`config.mk`:
```
export PLATFORM = sky130hd
export DESIGN_NAME = dram_line_ctrl
export DESIGN_NICKNAME = d
export VERILOG_FILES = /design/src/rtl/dram_line_ctrl.sv
export SDC_FILE = /design/constraint.sdc
export NUM_CORES = 1
export LEC_CHECK = 0
export ABC_AREA = 1
export CORE_ASPECT_RATIO = 0.5
export CORE_MARGIN = 2
export CORE_UTILIZATION = 36
export CTS_CLUSTER_SIZE = 12
export DETAILED_ROUTE_END_ITERATION = 16
export GPL_TIMING_DRIVEN = 0
export PLACE_DENSITY = 0.66
export REMOVE_ABC_BUFFERS = 1
export SLEW_MARGIN = 5
export SYNTH_ARGS = -nofsm -noshare
export SYNTH_HDL_FRONTEND = slang
export SYNTH_SLANG_ARGS = --single-unit
```
`constraint.sdc`:
```
create_clock -name clk -period 16.4 [get_ports clk]
set_input_delay 1.64 -clock clk [delete_from_list [all_inputs] [get_ports clk]]
set_output_delay 1.64 -clock clk [all_outputs]
set_load 0.05 [all_outputs]
```
`src/rtl/dram_line_ctrl.sv`:
```
// ============================================================================
//  Module   : dram_line_ctrl
//  Brief    : Cache-line request controller in front of a single-port DRAM.
//             Serialises line reads/writes into BEATS word accesses, gathers
//             read beats into a line buffer and returns one response per
//             request over a valid/ready handshake.
//  Revision : 1.0 - initial release
// ============================================================================
`default_nettype none

module dram_line_ctrl #(
   parameter  int DATA      = 32,
   parameter  int ADDR      = 28,
   parameter  int BEATS     = 4,
   localparam int BEAT_BITS = $clog2(BEATS)
) (
   input  logic                        clk,
   input  logic                        reset,
   // line request channel
   input  logic                        req_valid,
   output logic                        req_ready,
   input  logic                        req_wr,
   input  logic [ADDR-BEAT_BITS-1:0]   req_addr,
   input  logic [BEATS*DATA-1:0]       req_data,
   // line response channel
   output logic                        resp_valid,
   input  logic                        resp_ready,
   output logic                        resp_wr,
   output logic [BEATS*DATA-1:0]       resp_data,
   // DRAM port
   output logic                        mem_wr,
   output logic [ADDR-1:0]             mem_addr,
   output logic [DATA-1:0]             mem_din,
   input  logic [DATA-1:0]             mem_dout
);

   localparam logic [BEAT_BITS-1:0] c_BEAT_LAST = BEAT_BITS'(BEATS - 1);
   localparam logic [BEAT_BITS-1:0] c_BEAT_ONE  = BEAT_BITS'(1);

   typedef enum logic [2:0] {
      ST_IDLE  = 3'd0,
      ST_WRITE = 3'd1,
      ST_READ  = 3'd2,
      ST_DRAIN = 3'd3,
      ST_RESP  = 3'd4
   } state_t;

   state_t                       r_state;
   state_t                       w_state_nxt;
   logic [BEAT_BITS-1:0]         r_beat_cnt;
   logic [ADDR-BEAT_BITS-1:0]    r_line;
   logic                         r_wr;
   logic [BEATS*DATA-1:0]        r_wbuf;
   logic [BEATS*DATA-1:0]        r_rdata;

   logic                         w_accept;
   logic                         w_cap_en;
   logic [BEAT_BITS-1:0]         w_cap_idx;

   // DRAM read data lags the address by one cycle, so each capture lands in
   // the beat addressed on the previous cycle (wraps to BEATS-1 in DRAIN).
   assign w_cap_idx = r_beat_cnt - c_BEAT_ONE;

   // State register
   always_ff @(posedge clk or posedge reset) begin
      if (reset) begin
         r_state <= ST_IDLE;
      end else begin
         r_state <= w_state_nxt;
      end
   end

   // Next-state logic and per-state control decodes
   always_comb begin
      w_state_nxt = r_state;
      req_ready   = 1'b0;
      mem_wr      = 1'b0;
      resp_valid  = 1'b0;
      w_accept    = 1'b0;
      w_cap_en    = 1'b0;
      case (r_state)
         ST_IDLE: begin
            req_ready = 1'b1;
            if (req_valid) begin
               w_accept    = 1'b1;
               w_state_nxt = req_wr ? ST_WRITE : ST_READ;
            end
         end
         ST_WRITE: begin
            mem_wr = 1'b1;
            if (r_beat_cnt == c_BEAT_LAST) begin
               w_state_nxt = ST_RESP;
            end
         end
         ST_READ: begin
            // first READ cycle has no returning data yet
            w_cap_en = (r_beat_cnt != '0);
            if (r_beat_cnt == c_BEAT_LAST) begin
               w_state_nxt = ST_DRAIN;
            end
         end
         ST_DRAIN: begin
            w_cap_en    = 1'b1;
            w_state_nxt = ST_RESP;
         end
         ST_RESP: begin
            resp_valid = 1'b1;
            if (resp_ready) begin
               w_state_nxt = ST_IDLE;
            end
         end
         default: begin
            w_state_nxt = ST_IDLE;
         end
      endcase
   end

   // Request latching and beat counter
   always_ff @(posedge clk or posedge reset) begin
      if (reset) begin
         r_beat_cnt <= '0;
         r_line     <= '0;
         r_wr       <= 1'b0;
         r_wbuf     <= '0;
      end else if (w_accept) begin
         r_beat_cnt <= '0;
         r_line     <= req_addr;
         r_wr       <= req_wr;
         r_wbuf     <= req_data;
      end else if (r_state == ST_WRITE || r_state == ST_READ) begin
         // natural wrap returns the counter to 0 after the last beat
         r_beat_cnt <= r_beat_cnt + c_BEAT_ONE;
      end
   end

   // Read line buffer: gather returning DRAM words, otherwise hold
   always_ff @(posedge clk or posedge reset) begin
      if (reset) begin
         r_rdata <= '0;
      end else if (w_cap_en) begin
         for (int i = 0; i < BEATS; i++) begin
            if (w_cap_idx == BEAT_BITS'(i)) begin
               r_rdata[i*DATA +: DATA] <= mem_dout;
            end
         end
      end
   end

   // Write data beat select
   always_comb begin
      mem_din = '0;
      for (int i = 0; i < BEATS; i++) begin
         if (r_beat_cnt == BEAT_BITS'(i)) begin
            mem_din = r_wbuf[i*DATA +: DATA];
         end
      end
   end

   assign mem_addr  = {r_line, r_beat_cnt};
   assign resp_wr   = r_wr;
   assign resp_data = r_rdata;

endmodule

`default_nettype wire

```
==> run summary, run 1 <==
Wire segments on met3 add up to 1.24 mm in the final route. Setup repair after global routing left no endpoint under its margin. The core footprint is 32800 µm². The average size of a mapped cell came out at 8.55 µm². Tracing the worst setup path back leads to its startpoint at r_beat_cnt[1]. The tree is rooted in a sky130_fd_sc_hd__clkbuf_16. The library cells used most frequently in the layout, excluding fill and tap cells, are sky130_fd_sc_hd__nand2_1, sky130_fd_sc_hd__clkdlybuf4s50_1, sky130_fd_sc_hd__dfrtp_1, sky130_fd_sc_hd__o21ai_0, sky130_fd_sc_hd__inv_1. The layout overhead on the synthesized area came out at 43.8%. The placed standard-cell area is 16200 µm². The mapped netlist covers 11900 µm². The worst register-to-register path begins at r_beat_cnt[0].

Measured in cells, the most critical reg-to-reg path has a length of 4. The total global-route track usage is 0.204. The share of cells above drive strength 1 is 0.0387.

The worst setup path is of the reg -> out kind. The number of hold violations in the final report is 0. The routability congestion estimate from global placement came out at 0.818.

The worst hold path depth came out at 2. The endpoint type of the worst setup path is a primary output. The count of yosys warnings during synthesis is 0. The startpoint identified for the worst hold timing path is r_wbuf[125]. In this run the tool buffered the top-level ports with 382 buffer cells. The starting density of the core is 0.363.

The category of the worst setup path launch point is a flop. The total length of routed met2 wires is 17.8 mm. The die width is approximately 260 µm. The global-route wire length before repair is ~55 mm. The path class of the tightest hold or removal check is reg -> reg.

The detailed-route via count is 10.1k. Leaving out fill and tap cells, the most frequent cell in the layout is sky130_fd_sc_hd__nand2_1. The internal reg-to-reg setup slack is 13700 ps. The highest net fanout along the worst path came out at 33. The die extent in y is 133 µm. The number of DRC markers after the initial detailed-route iteration came out at 656. The number of top-level pins is 383. The slew at the pin closest to its max-slew limit came out at roughly 1200 ps.

At the later pin of the worst-skew pair, clock insertion delay measures 560 ps. The run finished with clean final reports. The number of antenna violations at the first check in global routing came out at 2. The final layout net count came out at around 1.9k.

The final setup skew is 10.7 ps. In this run the deepest clock path goes through 3 buffers. After detailed routing, the number of vias per cell comes to 4.57. The aggregate global routing overflow came out at 0. The number of global-route vias before repair is 9766.

In this run the number of H-tree levels came out at 1. The remaining routing DRC violations is 0. The standard-cell row count is between 40 and 50. The portion of the clock cycle consumed by the worst path in the final layout came out at 0.377. The detailed-route wire length per cell is 16.2 µm. The synthesized instance count came out at 1395. The worst hold path terminates at r_wbuf[125]. The standby leakage power is 8.29 nW.

The number of buffers added to fix hold violations after cts came out at 0. The detailed-routing iteration count for the pre-antenna-repair pass came out at 5. The final sum of negative setup slack came out at 0 ps. The arrival time of the worst setup path came out at between 4000 and 5000 ps. Yosys mapped the design onto 20 distinct sky130hd cell types.

The clock-pin slew on the worst setup and hold paths came out at 60 ps. Across the VDD grid, the largest voltage drop is 0.000120 V. In this run the critical register-to-register path is captured at resp_data[116]. The post-layout instance area is around 17000 µm². The number of buffers inserted during clock tree synthesis came out at 30. The post-detailed-placement half-perimeter wirelength is 23.9 mm. The post-synthesis register bit count is 288. The die covers around 35000 µm². The highest metal layer carrying signal wires in the routed design is met4. Measured against its own limit, the worst slew margin works out to 0.163.

The critical path required time is 14760 ps. The total routed wire length on the met1 layer came out at roughly 15 mm. The buffer count from post-CTS setup fixing came out at 0. The number of sinks driven by the clock tree came out at 288. The post-cts sizing count came out at 0. The number of endpoints failing setup at the final stage is 0. For the finished layout, the period the worst path requires is 6190 ps. The number of pins exceeding their max-slew limit in the final report came out at 0.

Once detail routing completed, the nets flagged for antenna violations numbered 0. The upper clock frequency limit came out at ~0.16 GHz. The post-synthesis sequential area ratio is 0.604. The overall power after layout came out at 4.26 mW.

TritonCTS built the clock tree. The cell area power density is 249 nW/µm². The count of maximum capacitance violations came out at 0. Entering global routing, the biggest net connects 110 pins. The final wirelength came out at 35.7 mm.
sequential cells by signal, summed over array words and instances (netlist names):
name / flops
r_wbuf: 128
resp_data: 128
r_line: 26
r_state: 3
r_beat_cnt: 2
resp_wr: 1
cells in the mapped netlist:
master,count,area (µm²)
sky130_fd_sc_hd__o21ai_1,19,95.1
sky130_fd_sc_hd__nand2_1,629,2360
sky130_fd_sc_hd__ha_1,7,87.6
sky130_fd_sc_hd__inv_1,87,327
sky130_fd_sc_hd__nor3_1,1,5.00
sky130_fd_sc_hd__nand4_1,1,6.26
sky130_fd_sc_hd__clkbuf_1,47,176
sky130_fd_sc_hd__nor2_1,2,7.51
sky130_fd_sc_hd__buf_6,6,67.6
sky130_fd_sc_hd__buf_4,4,30.0
sky130_fd_sc_hd__nand2_2,1,6.26
sky130_fd_sc_hd__nor2_4,3,33.8
sky130_fd_sc_hd__o21ai_0,162,811
sky130_fd_sc_hd__dfrtp_1,288,7210
sky130_fd_sc_hd__inv_2,2,7.51
sky130_fd_sc_hd__nand3_1,43,215
sky130_fd_sc_hd__a21oi_1,64,320
sky130_fd_sc_hd__nand3_2,4,40.0
sky130_fd_sc_hd__buf_2,22,110
sky130_fd_sc_hd__buf_1,3,11.3
cells by family (layout without fill, tap and decap cells):
kind of cell | Yosys count | in the layout | synth area share
adder cells (fa/ha/maj) | 7 | 7 | 0.00734
other | 0 | 3 | 0
buffers and inverters | 171 | 533 | 0.0612
flip-flops | 288 | 288 | 0.604
AO/OA/AOI/OAI | 245 | 245 | 0.103
AND/OR/NAND/NOR | 684 | 684 | 0.224
layout make-up:
| class | count | area, µm² |
|---|---|---|
| Multi-Input combinational cell | 936 | 4030 |
| Clock buffer | 49 | 933 |
| Timing Repair Buffer | 392 | 4050 |
| Clock inverter | 3 | 15.0 |
| Sequential cell | 288 | 7210 |
| Fill cell | 3096 | 15700 |
| Inverter | 89 | 344 |
| Antenna cell | 3 | 7.51 |
| Tap cell | 441 | 552 |
stage by stage:
stage | std cells | utilization | worst slack, ps | hold slack [ps]
final | 2201 | 0.522 | 10210 | 470
after global routing | 2200 | 0.522 | 9840 | 488
after CTS | 2198 | 0.522 | 10550 | 473
after detailed placement | 2146 | 0.493 | 11160 | 457
after global placement | 2136 | 0.485 | 2640 | 453
after floorplan | 1313 | - | 6810 | 442
report_power, final:
part	switching (mW)	internal [mW]	leakage, nW
registers	0.173	1.06	3.47
clock network	0.280	0.384	0.469
logic	1.62	0.748	4.35
critical path, stage by stage, from the launching register on:
cell and delay [ps]:
sky130_fd_sc_hd__dfrtp_1 490, sky130_fd_sc_hd__inv_1 160, sky130_fd_sc_hd__ha_2 760, sky130_fd_sc_hd__clkinv_1 1250
sky130_fd_sc_hd__nand3_1 350, sky130_fd_sc_hd__nand2_1 90, sky130_fd_sc_hd__nand2_1 80, sky130_fd_sc_hd__o21ai_0 80
sky130_fd_sc_hd__clkdlybuf4s50_1 720
worst max-delay path by stage:
stage	end	slack [ps]
after floorplan	r_beat_cnt[0]	6810
after global placement	r_wbuf[125]	2640
after detailed placement	mem_din[0]	11160
after CTS	mem_din[0]	10550
after global routing	mem_din[0]	9840
final	mem_din[8]	10210
layer usage:
layer | vias up | global-route usage
met4 | 0 | 0.0814
li1 | 5060 | -
met2 | 194 | 0.347
met5 | - | 0
met3 | 84 | 0.0316
met1 | 4729 | 0.262
Note: power is estimated with default switching activity, not from simulation.
==> run 2, diff against run 1 <==
==> constraint.sdc (replaced) <==
create_clock -name clk -period 6.4 [get_ports clk]
set_input_delay 0.64 -clock clk [delete_from_list [all_inputs] [get_ports clk]]
set_output_delay 0.64 -clock clk [all_outputs]
set_load 0.05 [all_outputs]
==> results of run 2 <==
The final DEF is identical to that of run 1. Status: completed.
Main changes from that run: setup slack after placement 11160 ps -> 2160 ps; setup slack after layout 10210 ps -> 1210 ps; register-to-register setup slack 13700 ps -> 3700 ps; total power 4.26 mW -> 10.9 mW; worst IR drop on VDD 0.000120 V -> 0.000308 V
==> run 3, diff against run 2 <==
--- a/config.mk
+++ b/config.mk
@@ -12,7 +12,7 @@
 export CTS_CLUSTER_SIZE = 12
 export DETAILED_ROUTE_END_ITERATION = 16
 export GPL_TIMING_DRIVEN = 0
-export PLACE_DENSITY = 0.66
+export PLACE_DENSITY = 0.68
 export REMOVE_ABC_BUFFERS = 1
 export SLEW_MARGIN = 5
 export SYNTH_ARGS = -nofsm -noshare
==> constraint.sdc (replaced) <==
create_clock -name clk -period 4.6 [get_ports clk]
set_input_delay 0.46 -clock clk [delete_from_list [all_inputs] [get_ports clk]]
set_output_delay 0.46 -clock clk [all_outputs]
set_load 0.05 [all_outputs]
==> run 3 against run 2 <==
Sequential power up 40%; count of clock-buffer cells in the layout down 7; utilization down 0.31 points; die area unchanged; highest routed layer unchanged; routed wire length down 0.25%.
==> run summary, run 3 (synthesized netlist as in run 1, its figures left out) <==
The number of antenna violations at the first check in global routing is 4 (+2). The clock power share is 0.144 (-0.012). The highest net fanout along the worst path is 34 (+3.0%). The clock tree root buffer cell is sky130_fd_sc_hd__clkbuf_16. The final wirelength came to 35.7 mm (-0.25%). The number of pins exceeding their max-slew limit in the final report came out at 0 (unchanged). The remaining routing DRC violations is 0 (unchanged). The maximum cell stage delay along the critical path came out at 740 ps (-510 ps).

The worst hold slack came out at 440 ps (-29.7 ps). The die width is 261 µm (unchanged). The min-delay analysis places its worst path in the category in -> async. VDD sags by at most about 0.00047 V. The share of total power consumed by net switching is 0.491. Among all stages on the critical path, the largest delay is contributed by sky130_fd_sc_hd__clkdlybuf4s50_1.

The detailed-route via count is 10.2k (+1.2%). The die extent in y came out at 133 µm (unchanged). The detailed-routing iteration count for the pre-antenna-repair pass came out at 5 (unchanged). The cell type with the highest occurrence count on the critical path is sky130_fd_sc_hd__nand2_1. The number of instances in the placed design was 2145 (-0.047%). The number of nets with antenna violations after detailed routing came out at 0 (unchanged). The flow ran to the end, and the final reports show no timing, DRC or antenna violations. The slew at the pin closest to its max-slew limit came to 928 ps (-321 ps).

Leaving out fill and tap cells, the most frequent cell in the layout is sky130_fd_sc_hd__nand2_1. The number of buffers inserted during clock tree synthesis came to 29 (-3.3%). The latest clock arrival within the worst-skew pair is 540 ps (-20 ps). The pin count of the biggest net entering global routing is 110 (unchanged).

The number of top-level pins came out at 383 (unchanged). The final setup skew is 8.33 ps (-2.40 ps). Timing would allow up to around 0.25 GHz. The core footprint came out at 32800 µm² (unchanged).

The power share of the combinational group is 0.562 (+0.007). The number of endpoints failing setup at the final stage came out at 0 (unchanged). The depth of the CTS H-tree came out at 1 (unchanged).

The library cells used most frequently in the layout, excluding fill and tap cells, are sky130_fd_sc_hd__nand2_1, sky130_fd_sc_hd__clkdlybuf4s50_1, sky130_fd_sc_hd__dfrtp_1, sky130_fd_sc_hd__o21ai_0, sky130_fd_sc_hd__inv_1. The power dissipated by switching net loads is roughly 7.4 mW. The via count normalized by instance count was 4.64 (+1.5%). The global-route wire length before repair came out at 55.7 mm (+0.39%). The tightest slew margin relative to the limit came out at 0.382 (+0.219). The clock-pin slew on the worst setup and hold paths came out at 60 ps (about the same). The routability congestion estimate from global placement came to 0.818 (about the same). The buffer levels on the longest clock path came out at 3 (unchanged).

The number of hold violations in the final report is 0 (unchanged). The share of cells above drive strength 1 came to 0.0354 (-0.00325). The post-detailed-placement half-perimeter wirelength came out at 23.7 mm (-0.81%). The number of DRC markers after the initial detailed-route iteration is 714 (+8.8%).

The area enclosed by the die boundary was 34700 µm² (unchanged). The final sum of negative setup slack is 0 ps (unchanged). The aggregate global routing overflow came out at 0 (unchanged). The part of the power in registers is 0.294 (+0.005). By startpoint and endpoint, the worst setup path is classified as reg -> out. The category of the worst setup path launch point is a flop. The endpoint type of the worst setup path is a primary output.

The critical path goes through inv_1, ha_4, clkinvlp_4, nand3_1, nand2_1, nand2_1, o21ai_0, clkdlybuf4s50_1. The time the final worst path needs with I/O delays and setup came out at 3970 ps. The standard-cell row count came out at 47 (unchanged).

The number of buffers inserted by port buffering was 382 (unchanged). The arrival time of the worst setup path is 3510 ps (-1040 ps). Setup repair after global routing left no endpoint under its margin.

The number of global-route vias before repair is 9840 (+0.76%). The number of sinks driven by the clock tree is 288 (unchanged). Power spread over the standard cell area amounts to between 800 and 900 nW/µm². The portion of the clock cycle consumed by the worst path in the final layout came out at 0.863.

Data on the critical path is required at its endpoint by 4140 ps. The number of non-filler instances in the completed layout is 2194 (-0.32%). The count of maximum capacitance violations was 0 (unchanged). The area growth from synthesis to layout is 42.9%. The internal power of the cells totals 7.66 mW. The starting density of the core is 0.363 (unchanged).

The total global-route track usage is 0.202 (-0.00225). The standby leakage power is 8.23 nW (-0.80%). The detailed-route wire length per cell is 16.3 µm (about the same). TritonCTS built the clock tree. The final layout net count is 1934 (-0.052%).
-- run 3: per-layer routing --
| metal | part of all wire | wire length (µm) | track usage |
|---|---|---|---|
| met1 | 0.42 | 15000 | 0.265 |
| met2 | 0.51 | 18200 | 0.345 |
| met3 | 0.034 | 1210 | 0.0274 |
| met4 | 0.036 | 1280 | 0.0713 |
| met5 | 0 | 0 | 0 |
-- run 3: what timing repair did --
item                       CTS  global route
buffers inserted             0             0
setup endpoints to repair    4            32
cloned                       0             1
hold buffers                 0             0
hold endpoints to repair     0             0
gates resized for setup      0             3
-- run 3: power by group through the flow --
stage	registers [mW]	logic [mW]	clock network [mW]
3_5_place_dp	4.43	8.47	0
2_1_floorplan	6.79	3.06	0
4_1_cts	4.41	8.48	2.25
3_3_place_gp	4.40	8.37	0
6_report	4.42	8.44	2.17
5_1_grt	4.57	9.02	2.35
-- run 3: final timing paths --
| check | to | slack, ps | start | cells after the start |
|---|---|---|---|---|
| max | mem_din[2] | 630 | r_beat_cnt[1] | 8 |
| max reg2reg | resp_data[109] | 1720 | r_beat_cnt[0] | 4 |
| min | resp_data[31] | 440 | reset | 2 |
| min in group clk | r_wbuf[9] | 450 | req_data[9] | 3 |
| max in group asynchronous | r_wbuf[26] | 3160 | reset | 3 |
| min reg2reg | r_line[20] | 470 | r_line[20] | 2 |
-- run 3: cell type report --
class	instances	area [µm²]
Antenna cell	4	10.0
Clock buffer	42	825
Clock inverter	2	10.0
Fill cell	3107	15800
Inverter	89	348
Multi-Input combinational cell	936	4050
Sequential cell	288	7210
Tap cell	441	552
Timing Repair Buffer	391	4030
Timing Repair inverter	1	7.51
-- run 3: through the flow --
step	setup slack, ps	total power [mW]	util	area (µm²)
floorplan	-3810	9.85	-	11500
global placement	-7880	12.8	0.485	15900
detailed placement	551	12.9	0.492	16100
CTS	-48.6	15.2	0.517	17000
global route	458	15.9	0.519	17000
finish	630	15.0	0.519	17000
-- run 3: worst max-delay path, delay by kind of cell, from the launching register on --
family | cells | cell delay [ps]
compound gates | 1 | 130
simple gates | 3 | 340
buf+inv | 3 | 1470
fa+ha+maj | 1 | 510
flops | 1 | 490
==> variant 1 (settings of run 2) <==
The parameter `BEATS` goes from 4 to 2.
--- a/src/rtl/dram_line_ctrl.sv
+++ b/src/rtl/dram_line_ctrl.sv
@@ -12,5 +12,5 @@
    parameter  int DATA      = 32,
    parameter  int ADDR      = 28,
-   parameter  int BEATS     = 4,
+   parameter  int BEATS     = 2,
    localparam int BEAT_BITS = $clog2(BEATS)
 ) (
Interface: changed (resized req_addr, req_data and resp_data); port bits go from 383 to 256. No check against the original RTL was run, so the function may have changed too.
==> variant 1 against run 2 <==
  * Utilization grew 4.2 points
  * Hold slack lost 0.0013 ns
  * Sequential cell count shrank 128
  * Critical path type unchanged
  * Largest power group unchanged
  * Global-route usage shrank 1.7 points
  * Cell area shrank 42%
  * Critical path depth shrank 3
  * Routed wire length shrank 51%
  * Total power shrank 41%
  * Highest routed layer unchanged
  * Setup slack gained 2.0 ns
  * Synthesized area shrank 45%
==> variant 1: results (changes against run 2) <==
[worst_setup_path]
cp_max_fo = 23  ; was 33
ff2ff_setup_slack_ns = 3.99  ; was 3.70 ns
endpoint = req_ready  ; was mem_din[8]

[layout]
drive_above_1_share_pct = 4.848  ; was 3.870%
buf_share_pct = 27.27  ; was 23.65%
final_util_pct = 56.45  ; was 52.25%
clk_share_pct = 6.007  ; was 5.532%
signal_buffers = 261  ; was 392
multiInputGateArea_mm2 = 0.002018  ; was 0.004031 mm^2

[hold_path]
worstHoldStart = r_wbuf[50]  ; was r_wbuf[125]

[yosys]
yosysSeqAreaShare_pct = 61.48  ; was 60.43%
synthDistinctLibCells = 18  ; was 20
syn_inst = 744  ; was 1395
ys_ff_latch = 160  ; was 288
synth.area.top_cells = dfrtp_1 61%, nand2_1 13%, o21ai_0 7.5%  ; was dfrtp_1 60%, nand2_1 20%, o21ai_0 6.8%

[place]
portBuffers = 255  ; was 382
dp_hpwl_mm = 12.07  ; was 23.86 mm

[clock_network]
clock_latency_ns = 0.42  ; was 0.56 ns
htree_levels = 4  ; was 1
cts_buffers = 17  ; was 30
clockBufferDepth = 2  ; was 3

[sta]
tightest_slew_ns = 1.149  ; was 1.248 ns

[detailed_routing]
route.vias.total = 5662  ; was 10.07k
met3_length_um = 793  ; was 1.240 mm
wl_met1_mm = 7.592  ; was 15.29 mm
wl_met2_mm = 8.903  ; was 17.83 mm
dr.pass1.iters = 6  ; was 5

[global_route]
grt_usage_pct = 18.74  ; was 20.44%
met1_usage_pct = 23.13  ; was 26.25%
grt_pass1_wl_mm = 29.16  ; was 55.46 mm
antenna_found_initial = 0  ; was 2
grt_pass1_vias = 5713  ; was 9766

[status]
outcome = complete, no violations  ; unchanged

[floorplan]
start_util_pct = 37.16  ; was 36.34%

[power_and_ir_drop]
p_leak_nw = 4.760  ; was 8.293 nW

## variant 1: cell types whose count changed in the layout (fill, tap and decap cells not counted), sizes merged, moves of 21 or more
| cell | change |
|---|---|
| clkbuf | -32 |
| dfrtp | -128 |
| o21ai | -84 |
| nand2 | -404 |
| a21oi | -30 |
| nor2 | +31 |
| nand3 | +21 |
| clkdlybuf4s50 | -128 |
## variant 1: power groups by stage
stage	clock (mW)	sequential [mW]	combinational [mW]
floorplan	0	2.77	1.32
global placement	0	1.79	3.54
detailed placement	0	1.78	3.67
CTS	1.05	1.77	3.68
global route	1.09	1.84	3.87
finish	1.02	1.77	3.64
## variant 1: logic make-up after synthesis
family,after synthesis,share of synthesized area (%)
AOI/OAI and AO/OA,131,10.07
buffers and inverters,121,7.608
DFF,160,61.48
and+or+nand+nor,332,20.85
## variant 1: critical path, stage by stage (launching register included)
cell and delay (ns):
dfrtp_1 0.42, inv_2 0.10, nand2_2 0.09, nor2_4 0.49
buf_16 0.24, clkdlybuf4s50_1 0.82
==> variant 2 (config.mk and constraints of run 2) <==
Made on the original files. Make the reset (`reset`) synchronous in 3 clocked blocks.
--- a/src/rtl/dram_line_ctrl.sv
+++ b/src/rtl/dram_line_ctrl.sv
@@ -63,5 +63,5 @@
 
    // State register
-   always_ff @(posedge clk or posedge reset) begin
+   always_ff @(posedge clk) begin
       if (reset) begin
          r_state <= ST_IDLE;
@@ -117,5 +117,5 @@
 
    // Request latching and beat counter
-   always_ff @(posedge clk or posedge reset) begin
+   always_ff @(posedge clk) begin
       if (reset) begin
          r_beat_cnt <= '0;
@@ -135,5 +135,5 @@
 
    // Read line buffer: gather returning DRAM words, otherwise hold
-   always_ff @(posedge clk or posedge reset) begin
+   always_ff @(posedge clk) begin
       if (reset) begin
          r_rdata <= '0;
Behaviour: differs if reset is asserted again (counterexample within 4 cycles, from zero or initial values and one cycle with reset high); with reset held inactive, the same outputs for 4 cycles.
==> variant 2 against run 2 <==
  * Sequential cell count stayed put
  * First-iteration DRC count is 9.0% higher
  * Largest cell class unchanged
  * Utilization is 0.35 points higher
  * Synthesized area is 5.9% lower
  * Critical endpoint is now mem_din[10]
  * Critical path depth is 1 lower
  * Cell area is 6.4% lower
  * Via count is 3.5% higher
  * Setup slack better by 0.63 ns
  * Routed wire length is 4.1% lower
  * Clock skew is 0.0038 ns lower
  * Maximum frequency is 14% higher
Power is not compared: it rests on default switching activity, and its combinational part moved more than twofold at a synthesized area within 25%.
==> variant 2: results (changes against run 2) <==
[global_route]
antenna_found_initial = 1  ; was 2
use_met2_pct = 36.07  ; was 34.73%
met3_usage_pct = 3.399  ; was 3.161%
grt_usage_pct = 20.20  ; was 20.44%
grt_pass1_wl_mm = 53.02  ; was 55.46 mm
grt_pass1_vias = 9577  ; was 9766
grt_max_degree = 173  ; was 110
met1_usage_pct = 25.54  ; was 26.25%

[clock_network]
cts_buffers = 28  ; was 30
clk_pin_slew_ns = 0.06  ; about the same
clockBufferDepth = 3  ; unchanged
root_buffer = clkbuf_16  ; unchanged

[status]
outcome = complete, no violations  ; unchanged

[place]
gp_congestion = 0.7955  ; was 0.8178
portBuffers = 382  ; unchanged
dp_hpwl_mm = 21.90  ; was 23.86 mm

[sta]
fin_skew_ns = 0.006972  ; was 0.01074 ns
tightest_slew_ns = 1.260  ; was 1.248 ns
whs_ns = 0.4409  ; was 0.4696 ns

[detailed_routing]
avgRoutedWirePerCell_um = 15.52  ; was 16.24 um
drtIter0Drc = 715  ; was 656
met3_length_mm = 1.251  ; was 1.240 mm
wl_met2_mm = 17.13  ; was 17.83 mm
wl_met1_mm = 15.12  ; was 15.29 mm
route.vias.total = 10418  ; was 10.07k

[hold_path]
hold-path-endpoint = resp_data[59]  ; was r_wbuf[125]
worstHoldStart = resp_data[59]  ; was r_wbuf[125]

[yosys]
synthDistinctLibCells = 23  ; was 20
synthArstFlopShare_pct = 0  ; was 100.0%
synthTopCellsByCount = 337 x o21ai_0, 288 x dfxtp_1, 214 x nor2_1  ; was 629 x nand2_1, 288 x dfrtp_1, 162 x o21ai_0
yosysSeqAreaShare_pct = 51.37  ; was 60.43%
synth.area.top_cells = dfxtp_1 51%, o21ai_0 15%, a21oi_1 8.8%  ; was dfrtp_1 60%, nand2_1 20%, o21ai_0 6.8%
synth.avg_cell_area_um2 = 7.631  ; was 8.549 um^2
synth_top_flop_cell = dfxtp_1  ; was dfrtp_1

[worst_setup_path]
ff2ff_setup_slack_ns = 3.47  ; was 3.70 ns
r2r-end = resp_data[90]  ; was resp_data[116]
cp.arrival_ns = 3.92  ; was 4.55 ns
critPathSlowestCell = inv_1  ; was clkinv_1
reg2reg_depth = 6  ; was 4
endpoint = mem_din[10]  ; was mem_din[8]
critical_path_class = reg2out  ; unchanged
cpPeakStageDelay_ns = 0.92  ; was 1.25 ns
cp_max_fo = 32  ; was 33

[layout]
fin_nets = 1976  ; was 1935
drive_above_1_share_pct = 3.139  ; was 3.870%
instances_no_fill = 2208  ; was 2201
fillers = 3007  ; was 3096

[power_and_ir_drop]
p_total_mw = 6.589

-- variant 2: logic make-up (layout without fill, tap and decap cells) --
group | Yosys count | count (layout) | synth area share (%)
and+or+nand+nor | 277 | 277 | 10.12
AOI/OAI and AO/OA | 577 | 577 | 26.11
other | 0 | 1 | 0
DFF | 288 | 288 | 51.37
adders and majority gates | 7 | 7 | 0.7803
buffers and inverters | 322 | 635 | 11.63
-- variant 2: cell type report --
| type | instances | area share, % |
|---|---|---|
| Multi-Input combinational cell | 861 | 25.99 |
| Tap cell | 423 | 3.298 |
| Inverter | 209 | 4.982 |
| Clock inverter | 2 | 0.1325 |
| Clock buffer | 34 | 4.693 |
| Sequential cell | 288 | 35.92 |
| Antenna cell | 1 | 0.01559 |
| Timing Repair Buffer | 390 | 24.96 |
-- variant 2: per-stage QoR --
step	worst slack, ns	instance area, um^2	setup TNS (ns)
floorplan	2.360	10710	0
global placement	-1.306	15060	-266.05
detailed placement	2.336	15240	0
CTS	1.726	16020	0
global route	1.550	16050	0
finish	1.841	16050	0
